[config.mk]
export PLATFORM = sky130hd
export DESIGN_NAME = acq_event_reader
export DESIGN_NICKNAME = d
export VERILOG_FILES = /design/src/rtl/acq_event_pkg.sv /design/src/rtl/acq_event_reader_watchdog.sv /design/src/rtl/acq_event_reader.sv
export SDC_FILE = /design/constraint.sdc
export NUM_CORES = 1
export LEC_CHECK = 0
export BUFFER_PORTS_ARGS = -buffer_cell sky130_fd_sc_hd__buf_2
export CAP_MARGIN = 40
export CELL_PAD_IN_SITES_DETAIL_PLACEMENT = 0
export CELL_PAD_IN_SITES_GLOBAL_PLACEMENT = 1
export CORE_MARGIN = 2
export CORE_UTILIZATION = 35
export DETAILED_ROUTE_END_ITERATION = 10
export GPL_ROUTABILITY_DRIVEN = 0
export GPL_TIMING_DRIVEN = 0
export PLACE_DENSITY_LB_ADDON = 0.3
export SLEW_MARGIN = 40
export SYNTH_ARGS = -nofsm -noshare
export SYNTH_HDL_FRONTEND = slang
export SYNTH_SLANG_ARGS = --single-unit
[constraint.sdc]
create_clock -name clk -period 6.8 [get_ports clk]
set_input_delay 0.68 -clock clk [delete_from_list [all_inputs] [get_ports clk]]
set_output_delay 0.68 -clock clk [all_outputs]
set_load 0.02 [all_outputs]
[src/rtl/acq_event_pkg.sv]
// Shared definitions for the acquisition event reader: event word layout,
// one-hot state bit indices and the state encoding built from them.
package acq_event_pkg;

    localparam int WORD_W   = 32;
    localparam int NUM_W    = 24;
    localparam int TYPE_W   = 3;
    localparam int RSVD_W   = 5;
    localparam int WDOG_W   = 24;

    localparam int NUM_LSB  = 0;
    localparam int NUM_MSB  = 23;
    localparam int TYPE_LSB = 24;
    localparam int TYPE_MSB = 26;
    localparam int RSVD_LSB = 27;
    localparam int RSVD_MSB = 31;

    localparam int IDLE_BIT    = 0;
    localparam int REQUEST_BIT = 1;
    localparam int READOUT_BIT = 2;
    localparam int RECOVER_BIT = 3;

    typedef enum logic [3:0] {
        S_IDLE    = 4'(1 << IDLE_BIT),
        S_REQUEST = 4'(1 << REQUEST_BIT),
        S_READOUT = 4'(1 << READOUT_BIT),
        S_RECOVER = 4'(1 << RECOVER_BIT)
    } state_e;

    // A word is only usable when every reserved bit is zero.
    function automatic logic word_is_valid(input logic [WORD_W-1:0] w);
        return w[RSVD_MSB:RSVD_LSB] == {RSVD_W{1'b0}};
    endfunction

endpackage

[src/rtl/acq_event_reader_watchdog.sv]
// Readout watchdog: counts cycles while running, restarts from zero on clear,
// and flags expiry combinationally on the cycle the count reaches LIMIT-1.
module readout_watchdog
    import acq_event_pkg::*;
#(
    parameter logic [WDOG_W-1:0] LIMIT = 24'd4000000
) (
    input  logic clk,
    input  logic reset,
    input  logic clear_i,
    input  logic run_i,
    output logic expire_o
);

    logic [WDOG_W-1:0] cnt_q;
    logic [WDOG_W-1:0] cnt_d;

    always_comb begin
        cnt_d = cnt_q;
        if (clear_i) begin
            cnt_d = '0;
        end else if (run_i) begin
            cnt_d = cnt_q + 24'd1;
        end
    end

    always_ff @(posedge clk or posedge reset) begin
        if (reset) begin
            cnt_q <= '0;
        end else begin
            cnt_q <= cnt_d;
        end
    end

    assign expire_o = run_i && (cnt_q == LIMIT - 24'd1);

endmodule

[src/rtl/acq_event_reader.sv]
// Pops trigger events from the acquisition FIFO and hands each one to the
// command manager as a readout request. Define ACQ_EVT_SEQ_CHECK_EN to add
// trigger-number continuity checking on seq_err_cnt.
module acq_event_reader
    import acq_event_pkg::*;
#(
    parameter logic [WDOG_W-1:0] TIMEOUT_CYCLES = 24'd4000000
) (
    input  logic              clk,
    input  logic              reset,
    input  logic              enable,
    input  logic              clr_err,
    input  logic              fifo_valid,
    input  logic [WORD_W-1:0] fifo_data,
    output logic              fifo_ready,
    output logic              readout_req,
    output logic [TYPE_W-1:0] readout_type,
    output logic [NUM_W-1:0]  readout_num,
    input  logic              readout_ack,
    input  logic              readout_done,
    output logic [NUM_W-1:0]  event_cnt,
    output logic              fmt_err,
    output logic              timeout_err,
    output logic [15:0]       seq_err_cnt,
    output logic [3:0]        state
);

    state_e            state_q, state_d;
    logic [TYPE_W-1:0] type_q, type_d;
    logic [NUM_W-1:0]  num_q, num_d;
    logic [NUM_W-1:0]  evt_cnt_q, evt_cnt_d;
    logic              fmt_err_q, fmt_err_d;
    logic              tmo_err_q, tmo_err_d;
    logic              transfer;
    logic              good_xfer;
    logic              bad_xfer;
    logic              expire;

    assign transfer  = fifo_valid & fifo_ready;
    assign good_xfer = transfer & word_is_valid(fifo_data);
    assign bad_xfer  = transfer & ~word_is_valid(fifo_data);

    readout_watchdog #(
        .LIMIT(TIMEOUT_CYCLES)
    ) u_watchdog (
        .clk     (clk),
        .reset   (reset),
        .clear_i (~state_q[READOUT_BIT]),
        .run_i   (state_q[READOUT_BIT]),
        .expire_o(expire)
    );

    always_ff @(posedge clk or posedge reset) begin
        if (reset) begin
            state_q <= S_IDLE;
        end else begin
            state_q <= state_d;
        end
    end

    // Done takes priority over a simultaneous watchdog expiry.
    always_comb begin
        state_d = state_q;
        unique case (state_q)
            S_IDLE:    if (good_xfer) state_d = S_REQUEST;
            S_REQUEST: if (readout_ack) state_d = S_READOUT;
            S_READOUT: begin
                if (readout_done) begin
                    state_d = S_IDLE;
                end else if (expire) begin
                    state_d = S_RECOVER;
                end
            end
            S_RECOVER: if (readout_done || clr_err) state_d = S_IDLE;
            default:   state_d = S_IDLE;
        endcase
    end

    always_comb begin
        fifo_ready  = state_q[IDLE_BIT] & enable;
        readout_req = state_q[REQUEST_BIT];
        state       = state_q;
    end

    // Error clears come first so that a fresh error in the same cycle sticks.
    always_comb begin
        type_d    = type_q;
        num_d     = num_q;
        evt_cnt_d = evt_cnt_q;
        fmt_err_d = fmt_err_q;
        tmo_err_d = tmo_err_q;
        if (good_xfer) begin
            type_d = fifo_data[TYPE_MSB:TYPE_LSB];
            num_d  = fifo_data[NUM_MSB:NUM_LSB];
        end
        if (state_q[READOUT_BIT] && readout_done) begin
            evt_cnt_d = evt_cnt_q + 24'd1;
        end
        if (clr_err) begin
            fmt_err_d = 1'b0;
            tmo_err_d = 1'b0;
        end
        if (bad_xfer) begin
            fmt_err_d = 1'b1;
        end
        if (state_q[READOUT_BIT] && expire && !readout_done) begin
            tmo_err_d = 1'b1;
        end
    end

    always_ff @(posedge clk or posedge reset) begin
        if (reset) begin
            type_q    <= '0;
            num_q     <= '0;
            evt_cnt_q <= '0;
            fmt_err_q <= 1'b0;
            tmo_err_q <= 1'b0;
        end else begin
            type_q    <= type_d;
            num_q     <= num_d;
            evt_cnt_q <= evt_cnt_d;
            fmt_err_q <= fmt_err_d;
            tmo_err_q <= tmo_err_d;
        end
    end

    assign readout_type = type_q;
    assign readout_num  = num_q;
    assign event_cnt    = evt_cnt_q;
    assign fmt_err      = fmt_err_q;
    assign timeout_err  = tmo_err_q;

`ifdef ACQ_EVT_SEQ_CHECK_EN
    logic              armed_q, armed_d;
    logic [NUM_W-1:0]  prev_q, prev_d;
    logic [15:0]       seq_cnt_q, seq_cnt_d;
    logic              seq_gap;

    assign seq_gap = good_xfer && armed_q &&
                     (fifo_data[NUM_MSB:NUM_LSB] != prev_q + 24'd1);

    always_comb begin
        armed_d   = armed_q;
        prev_d    = prev_q;
        seq_cnt_d = seq_cnt_q;
        if (good_xfer) begin
            armed_d = 1'b1;
            prev_d  = fifo_data[NUM_MSB:NUM_LSB];
        end
        if (clr_err) begin
            seq_cnt_d = seq_gap ? 16'd1 : 16'd0;
        end else if (seq_gap && seq_cnt_q != 16'hFFFF) begin
            seq_cnt_d = seq_cnt_q + 16'd1;
        end
    end

    always_ff @(posedge clk or posedge reset) begin
        if (reset) begin
            armed_q   <= 1'b0;
            prev_q    <= '0;
            seq_cnt_q <= '0;
        end else begin
            armed_q   <= armed_d;
            prev_q    <= prev_d;
            seq_cnt_q <= seq_cnt_d;
        end
    end

    assign seq_err_cnt = seq_cnt_q;
`else
    assign seq_err_cnt = 16'd0;
`endif

endmodule

* After elaboration in Yosys (flattened, before gate mapping)
Cells that the tools add are included.
Operators by class: order comparisons 0, multiplexer cells 10, div/mod/pow operators 0, reductions and logical operators 10, multiply operators 0, eq/ne operators 9, $add $sub $neg 2, shift-type cells 0, bitwise operators 5
Operators by type and width (count):
- $add 24x1->24 const B | 2
- $eq 24x22->1 const B | 1
- $mux 24 | 1
- $mux 4 | 5
- $pmux 4 s4 | 1
- $ne 2x2->1 const B | 3
- $logic_not 5->1 | 1
- $and 1x1->1 | 4
- $eq 4x1->1 const B | 1
- $eq 4x2->1 const B | 1
- $eq 4x3->1 const B | 1
- $eq 4x4->1 const B | 1
- $logic_and 1x1->1 | 4
- $reduce_and 4->1 | 1
- $reduce_bool 2->1 | 2
- $mux 1 | 3
- $ne 3x3->1 const B | 1
- $logic_not 1->1 | 1
- $logic_or 1x1->1 | 1
- $not 1->1 | 1
Word-level totals: memory bits (writable) 0, output and inout port bits 75, bits in read-only memories 0, logic and storage cells 43, memories kept 0, bits in latches 0, input bits 39, register bits 81

* Longest topological paths before layout
Gate-level depths: netlist (run 1).
depth after elaboration 5, mapped depth 6, gate-level depth less buffers 5

* Hierarchy
From an unflattened synthesis (run 1), not the netlist that was laid out.
Unflattened totals: cells, all modules 342, area total of the unflattened synthesis 3846.2 sq um
Modules (own cells, without submodules):
- acq_event_reader | seq. area each 1427.6 sq um, area each 2553.7 sq um, instances 1, cells an instance 204
- readout_watchdog | seq. area each 600.6 sq um, area each 1292.5 sq um, instances 1, cells an instance 138

* Worst setup path before layout (run 1)
No wires, ideal clock.
path type input port to flip-flop, start point input port fifo_data[27], end point register num_q[10] (netlist: readout_num[10]), stages 5, slack 4.656 ns, required time 6.675 ns, setup time 0.125 ns, path buffers 2, data arrival time 2.019 ns, path through or4_4 nor3_2 buf_6 buf_8 mux2_2
On the way: longest elaborated chain between the ends 2
RTL lines:
- from (decl) | line acq_event_reader.sv:14 | input logic [WORD_W-1:0] fifo_data,
- $logic_not 5->1 | line acq_event_pkg.sv:32 | return w[RSVD_MSB:RSVD_LSB] == {RSVD_W{1'b0}};
- $and 1x1->1 | line acq_event_reader.sv:40 | assign good_xfer = transfer & word_is_valid(fifo_data);
- to (signal assigned) | line acq_event_reader.sv:120 | num_q <= num_d;
- to (decl) | line acq_event_reader.sv:30 | logic [NUM_W-1:0] num_q, num_d;
Every way passes these cells. A chain may end at the register's enable or synchronous reset.

* Worst setup path after layout (run 1)
start point input port fifo_data[27], end point register num_q[12] (netlist: readout_num[12])
Same word-level chain as after synthesis.

==> impl_summary.txt, run 1 <==
----------------------------------------------------
[Synth]
  Share of the yosys chip area belonging to registers ... 53.2%
  Fraction of synthesis flops using an asynchronous set or reset pin ... 100%
  Dominant register cell in the synthesized netlist ... dfrtp_1
  Flip-flop and latch count after synthesis ... 81
  List of most frequent post-synthesis cells ... 80 x dfrtp_1, 26 x mux2_2, 26 x nor2_1, 21 x nand2_1
  YS warnings ... 0
  Number of distinct library cell variants in the gate-level netlist after synthesis ... 47
  Gate Count Post-Synth ... 330
  Netlist Area Pre-Place ... 0.00381 mm^2
  Share of Yosys cell area claimed by the top area cell type ... 52.5%
  Number of enable-type register cells in the synthesized netlist ... 0
  Cell type with the highest aggregate area in the netlist ... dfrtp_1
  Avg Inst Size Synth ... 11.5 um^2
  Cell types with the largest area share after synthesis ... dfrtp_1 53%, mux2_2 7.7%, xnor2_1 4.6%, xor2_1 3.7%, buf_4 3.5%
  Dominant cell by count in the synthesized netlist ... dfrtp_1

[STA]
  Share of the clock period used by the worst path after layout ... 29.7%
  Total of endpoints with negative setup slack in the final report ... 0
  Slew @ Worst Pin ... 0.528 ns
  Max Slew Vio Count ... 0
  Final critical delay including setup and external delays ... 2.02 ns
  Worst slew margin ... 64.5%
  Final-report hold violation count ... 0
  Achievable Freq ... 495 MHz
  Worst Clk Skew ... 0.0135 ns
  RSZ-0062 raised after global routing ... false
  Post-route setup TNS ... 0 ns

[Global routing]
  Total routing resource utilization after global routing ... 14.2%
  Initial antenna violation count ... 0
  Largest net degree at the start of global routing ... 47
  Global-route wire length before repair ... 13100 um
  Via count of the first global-routing pass ... 2691
  Grt ovf ... 0

[CTS]
  Maximum root-to-sink buffer count ... 2
  CTS resizes ... 0
  Clk Tree Root Cell ... clkbuf_8
  Sink Count ... 81
  Clock latency reported for the late side of the worst-skew pair ... 0.35 ns
  Post-CTS setup buffers ... 0
  Post-CTS Hold Fix Bufs ... 0
  CTS tree ... done
  Register clock-pin slew on the reported worst setup and hold paths ... 0.09 ns
  H-tree levels ... 3
  CTS Buf Count ... 9

[Final layout]
  Number of antenna cells inserted ... 0
  Number of nets in the layout ... 495
  Finished layout cell area ... 0.00477 mm^2
  Share of layout cells above drive strength 1 ... 38.6%
  Number of filler instances in the final layout ... 1052
  Syn-to-layout area delta ... 25.2%

[Job]
  Max cap viols ... 0

[Floorplanning]
  Height of the die ... 108 um
  Initial Utilization ... 35.5%
  Die width ... 108 um
  Die ar. ... 0.0117 mm^2
  IO Count ... 114
  Placeable core area ... 0.0107 mm^2
  Number of rows in the core area ... 38

[Detailed routing]
  Average wire per cell in the routed design ... 13.0 um
  DRT antenna net count ... 0
  Routed wire length ... 7810 um
  Number of search-and-repair iterations in the first detailed-routing pass ... 4
  DR vias/cell ... 4.66
  Vias after detailed routing ... 2793
  Number of DRC violations after detailed-routing iteration 0 ... 73
  DRC Markers ... 0

[Pwr]
  Pint ... 0.000818 W
  Clk pwr share ... 30.4%
  Power density over the cells ... 251 mW/mm^2
  Leak Pwr ... 2.40 nW
  Power share of the combinational group ... 22.5%
  Fraction of power consumed by sequential logic ... 47.1%
  Max IR drop VDD ... 0.126 mV
  Switching share of power ... 31.6%
  Net switching power of the design ... 0.000378 W

[Placed design]
  Total of buffers placed on input and output ports ... 97
  Total half-perimeter wirelength after legalization and detailed placement ... 5690 um
  Dpl cell area ... 0.00456 mm^2

[Critical path]
  Launching point of the worst reg2reg path ... state[2]$_DFFE_PP0P_
  Start-to-end type of the worst setup path ... in2reg
  Depth of the worst register-to-register path ... 5
  Sequence of cells on the critical path ... buf_2 > or4_4 > nor3_2 > buf_6 > buf_8 > mux2_2
  Critical path endpoint category ... flip-flop
  Minimum setup slack among reg-to-reg paths ... 4.94 ns
  Critical-path maximum fanout ... 10
  Element type at the critical path start ... input port
  CP Data Required Time ... 7.03 ns
  Critical path's largest stage delay ... 0.53 ns
  Reg-to-reg endpoint ... event_cnt[18]$_DFFE_PP0P_
  Highest-delay cell along the critical path ... or4_4
  Crit path arrival time ... 2.25 ns

[Status]
  Result of the run ... complete, no violations

[Worst hold path]
  Hold Path Class ... in2async

----------------------------------------------------
==> worst max-delay path, delay by kind of cell <==
family,cells,cell delay (ns)
muxes,1,0.34
and+or+nand+nor,2,0.75
buffers and inverters,3,0.47
==> power by group through the flow <==
stage	clock, W	combinational, W	sequential, W
global route	0.000398	0.000294	0.000570
floorplan	0	0.000131	0.000618
finish	0.000364	0.000268	0.000563
global placement	0	0.000265	0.000571
CTS	0.000375	0.000274	0.000563
detailed placement	0	0.000272	0.000572
==> layout make-up <==
cell class,instances,area (um^2),share of cell area [%]
timing repair buffer,98,513,10.8
tap,140,175,3.67
sequential,81,2030,42.5
clock inverter,5,63.8,1.34
inverter,10,42.5,0.892
clock buffer,11,141,2.96
multi-input combinational,229,1610,33.7
buffer,25,200,4.20
==> flip-flops by register name, summed over array words and instances (netlist names) <==
register / flops
event_cnt: 24
fmt_err: 1
readout_num: 24
readout_type: 3
state: 4
timeout_err: 1
u_watchdog.cnt_q: 24
==> logic make-up (layout without fill, tap and decap cells) <==
group / count (synthesis) / count (layout) / share of synthesized area (%)
muxes: 33 / 33 / 9.59
other: 1 / 16 / 0.0984
adders and majority gates: 2 / 2 / 0.657
DFF: 81 / 81 / 53.2
buffers and inverters: 35 / 149 / 6.24
AOI/OAI and AO/OA: 16 / 16 / 3.09
xor gates and xnor gates: 36 / 36 / 8.28
and+or+nand+nor: 126 / 126 / 18.8
==> cell usage in the layout (no fill, tap or decap), drive strengths merged, types with 3 or more instances in the layout <==
cell type	count
dfrtp	80
xnor2	20
o2bb2ai	3
nand4	14
clkbuf	12
mux2	28
mux2i	5
conb	16
buf	122
a21oi	4
and4	6
nand2b	5
nand2	22
and2	3
or4	3
nor3	12
nand3	20
inv	10
nor4b	5
clkinv	3
xor2	16
nor2	26
nor4	5
==> worst max-delay path by stage <==
stage,endpoint,startpoint,cells after the start,slack [ns]
finish,readout_num[12]$_DFFE_PP0P_,fifo_data[27],6,4.78
global route,readout_num[12]$_DFFE_PP0P_,fifo_data[27],6,4.72
floorplan,event_cnt[0]$_DFFE_PP0P_,reset,1,4.04
CTS,event_cnt[18]$_DFFE_PP0P_,state[2]$_DFFE_PP0P_,5,4.66
detailed placement,readout_num[9]$_DFFE_PP0P_,fifo_data[27],6,4.38
global placement,readout_num[4]$_DFFE_PP0P_,reset,2,2.97
==> routing by layer <==
| layer | GRT usage [%] | part of all wire, % | wire length, um |
|---|---|---|---|
| met1 | 19.5 | 47 | 3650 |
| met2 | 22.4 | 47 | 3650 |
| met3 | 2.53 | 4.9 | 381 |
| met4 | 5.22 | 1.7 | 131 |
| met5 | 0 | 0 | 0 |
==> metrics by stage <==
step	power (W)	hold slack [ns]	util, %	cells	setup WS (ns)
global route	0.00126	0.325	44.4	599	4.72
floorplan	0.000748	0.425	-	345	4.04
global placement	0.000836	0.441	42.1	582	2.97
CTS	0.00121	0.306	44.3	599	4.66
detailed placement	0.000844	0.454	42.4	583	4.38
finish	0.00120	0.305	44.4	599	4.78
(Power assumes the default switching activity.)
==> inputs of run 2 (changes only) <==
Clock period 6.8 ns to 1.8 ns, I/O delays scaled along.
==> impl_summary.txt, run 2 (same netlist as run 1, synthesis figures left out) <==
----------------------------------------------------
[Critical path]
  Minimum setup slack among reg-to-reg paths ... 0.08 ns (-4.86 ns)
  CP Data Required Time ... 2.07 ns (-4.96 ns)
  Element type at the critical path start ... flip-flop
  Start-to-end type of the worst setup path ... reg2reg
  Critical path endpoint category ... flip-flop
  Critical-path maximum fanout ... 6 (-4)
  Launching point of the worst reg2reg path ... event_cnt[8]$_DFFE_PP0P_
  Depth of the worst register-to-register path ... 4 (-1)
  Reg-to-reg endpoint ... event_cnt[23]$_DFFE_PP0P_
  Crit path arrival time ... 1.99 ns (-0.26 ns)

[Final layout]
  Syn-to-layout area delta ... 31.7%
  Commonest non-fill, non-tap cell in the layout ... buf_2
  Number of standard cells in the final layout excluding fillers ... 609 (+1.7%)
  Number of antenna cells inserted ... 0 (unchanged)
  Number of filler instances in the final layout ... 1037 (-1.4%)
  Number of nets in the layout ... 505 (+2.0%)
  Share of layout cells above drive strength 1 ... 41.4% (+2.8 points)
  Most used cells in the layout excluding fill and tap cells ... 97 x buf_2, 77 x dfrtp_1, 26 x nor2_1, 26 x mux2_2, 24 x buf_4

[Global routing]
  Grt ovf ... 0 (unchanged)
  Total routing resource utilization after global routing ... 14.1% (-0.024 points)
  Largest net degree at the start of global routing ... 22 (-53%)
  Global-route wire length before repair ... 13000 um (-0.15%)
  Via count of the first global-routing pass ... 2692 (+0.037%)
  Initial antenna violation count ... 0 (unchanged)

[Status]
  Result of the run ... complete, no violations

[Worst hold path]
  Hold Path Class ... in2reg
  Destination of the worst hold path ... readout_num[3]$_DFFE_PP0P_
  Hold path depth ... 2
  Worst Hold Launch ... fifo_data[3]

[Detailed routing]
  DR vias/cell ... 4.62 (-0.94%)
  DRT antenna net count ... 0 (unchanged)
  Average wire per cell in the routed design ... 12.9 um (-0.72%)
  Routed wire length ... 7880 um (+0.94%)
  Vias after detailed routing ... 2813 (+0.72%)
  Number of search-and-repair iterations in the first detailed-routing pass ... 5 (+1)
  Number of DRC violations after detailed-routing iteration 0 ... 92 (+26%)
  DRC Markers ... 0 (unchanged)

[CTS]
  CTS Buf Count ... 9 (unchanged)
  Clock latency reported for the late side of the worst-skew pair ... 0.35 ns (about the same)
  Sink Count ... 81 (unchanged)
  H-tree levels ... 3 (unchanged)
  Maximum root-to-sink buffer count ... 2 (unchanged)
  Register clock-pin slew on the reported worst setup and hold paths ... 0.08 ns (about the same)
  CTS tree ... done
  Clk Tree Root Cell ... clkbuf_8

[Pwr]
  Power density over the cells ... 956 mW/mm^2 (+280%)
  Net switching power of the design ... 0.00140 W (+270%)
  Switching share of power ... 29.1% (-2.5 points)
  Leak Pwr ... 2.55 nW (+6.1%)
  Clk pwr share ... 33.8% (+3.4 points)
  Pint ... 0.00340 W (+320%)
  Power share of the combinational group ... 21.9% (-0.6 points)
  Max IR drop VDD ... 0.521 mV (+310%)
  Fraction of power consumed by sequential logic ... 44.3% (-2.8 points)

[Floorplanning]
  Die width ... 108 um (unchanged)
  Height of the die ... 108 um (unchanged)
  Placeable core area ... 0.0107 mm^2 (unchanged)
  Number of rows in the core area ... 38 (unchanged)
  IO Count ... 114 (unchanged)
  Die ar. ... 0.0117 mm^2 (unchanged)
  Initial Utilization ... 35.5% (unchanged)

[Placed design]
  Total of buffers placed on input and output ports ... 97 (unchanged)
  Number of placed cells counting well taps ... 586 (+0.51%)
  Total half-perimeter wirelength after legalization and detailed placement ... 5830 um (+2.5%)

[STA]
  Worst Clk Skew ... 0.00860 ns (-0.00489 ns)
  Final-report hold violation count ... 0 (unchanged)
  Total of endpoints with negative setup slack in the final report ... 0 (unchanged)
  Max Slew Vio Count ... 0 (unchanged)
  Post-route setup TNS ... 0 ns (unchanged)
  RSZ-0062 raised after global routing ... true
  Share of the clock period used by the worst path after layout ... 95.8%
  Final critical delay including setup and external delays ... 1.72 ns
  Achievable Freq ... 580 MHz

[Job]
  Max cap viols ... 0 (unchanged)

----------------------------------------------------
## run 2: cell types whose count changed in the layout (fill, tap and decap cells not counted), moves of 3 or more
cell,delta
buf_4,+6
buf_16,+3
dfrtp_1,-3
dfrtp_2,+3
## run 2: worst max-delay path, cell delays in order, from the launching register on
cell,delay (ns)
dfrtp_1,0.45
nand4_4,0.19
or4_4,0.58
nor4b_4,0.24
xor2_1,0.19
## run 2: worst max-delay path by stage
stage                                   startpoint                        end  slack (ns)  depth (start not counted)
after CTS                 event_cnt[6]$_DFFE_PP0P_  event_cnt[23]$_DFFE_PP0P_       0.003                          4
after global placement        state[2]$_DFFE_PP0P_  event_cnt[18]$_DFFE_PP0P_       -0.17                          5
final                     event_cnt[8]$_DFFE_PP0P_  event_cnt[23]$_DFFE_PP0P_        0.08                          4
after detailed placement      state[2]$_DFFE_PP0P_  event_cnt[20]$_DFFE_PP0P_       -0.14                          5
after floorplan           event_cnt[0]$_DFFE_PP0P_  event_cnt[18]$_DFFE_PP0P_        0.05                          5
after global routing      event_cnt[8]$_DFFE_PP0P_  event_cnt[23]$_DFFE_PP0P_       -0.02                          4
## run 2: what timing repair did
action | in CTS | in global routing
setup buffers | 2 | 4
endpoints found under the setup margin | 24 | 44
gates cloned | 0 | 0
hold buffers | 1 | 0
resized for setup | 4 | 12
pin swaps | 1 | 6
endpoints found under the hold margin | 10 | 0
## run 2: layout make-up
class	instances	area, um^2	share of cell area (%)
Clock buffer	11	141	2.82
Sequential cell	81	2030	40.5
Tap cell	140	175	3.49
Inverter	10	41.3	0.823
Clock inverter	5	104	2.07
Timing Repair Buffer	108	651	13.0
Buffer	25	206	4.12
Multi-Input combinational cell	229	1670	33.2
## run 2: routing by layer
| layer | vias to the layer above | global-route usage (%) | part of all wire (%) |
|---|---|---|---|
| met5 | - | 0 | 0 |
| met4 | 0 | 5.31 | 1.4 |
| met3 | 8 | 3.86 | 5.4 |
| met2 | 77 | 22.0 | 46 |
| met1 | 1337 | 18.9 | 48 |
| li1 | 1391 | - | - |
## run 2: stage by stage
step	worst slack (ns)	hold slack, ns	total power (W)	instance area, um^2	utilization [%]
after global placement	-0.173	0.402	0.00315	4530	42.2
after global routing	-0.0224	0.0297	0.00506	5020	46.7
after floorplan	0.0485	0.262	0.00283	3870	-
final	0.0764	0.0485	0.00479	5020	46.7
after detailed placement	-0.142	0.186	0.00320	4640	43.2
after CTS	0.00270	0.0279	0.00485	4930	45.9
## run 2: power groups by stage
stage          sequential (W)  combinational, W  clock (W)
2_1_floorplan         0.00233          0.000495          0
3_3_place_gp          0.00215           0.00100          0
3_5_place_dp          0.00216           0.00104          0
4_1_cts               0.00212           0.00105    0.00168
5_1_grt               0.00215           0.00115    0.00176
6_report              0.00212           0.00105    0.00162
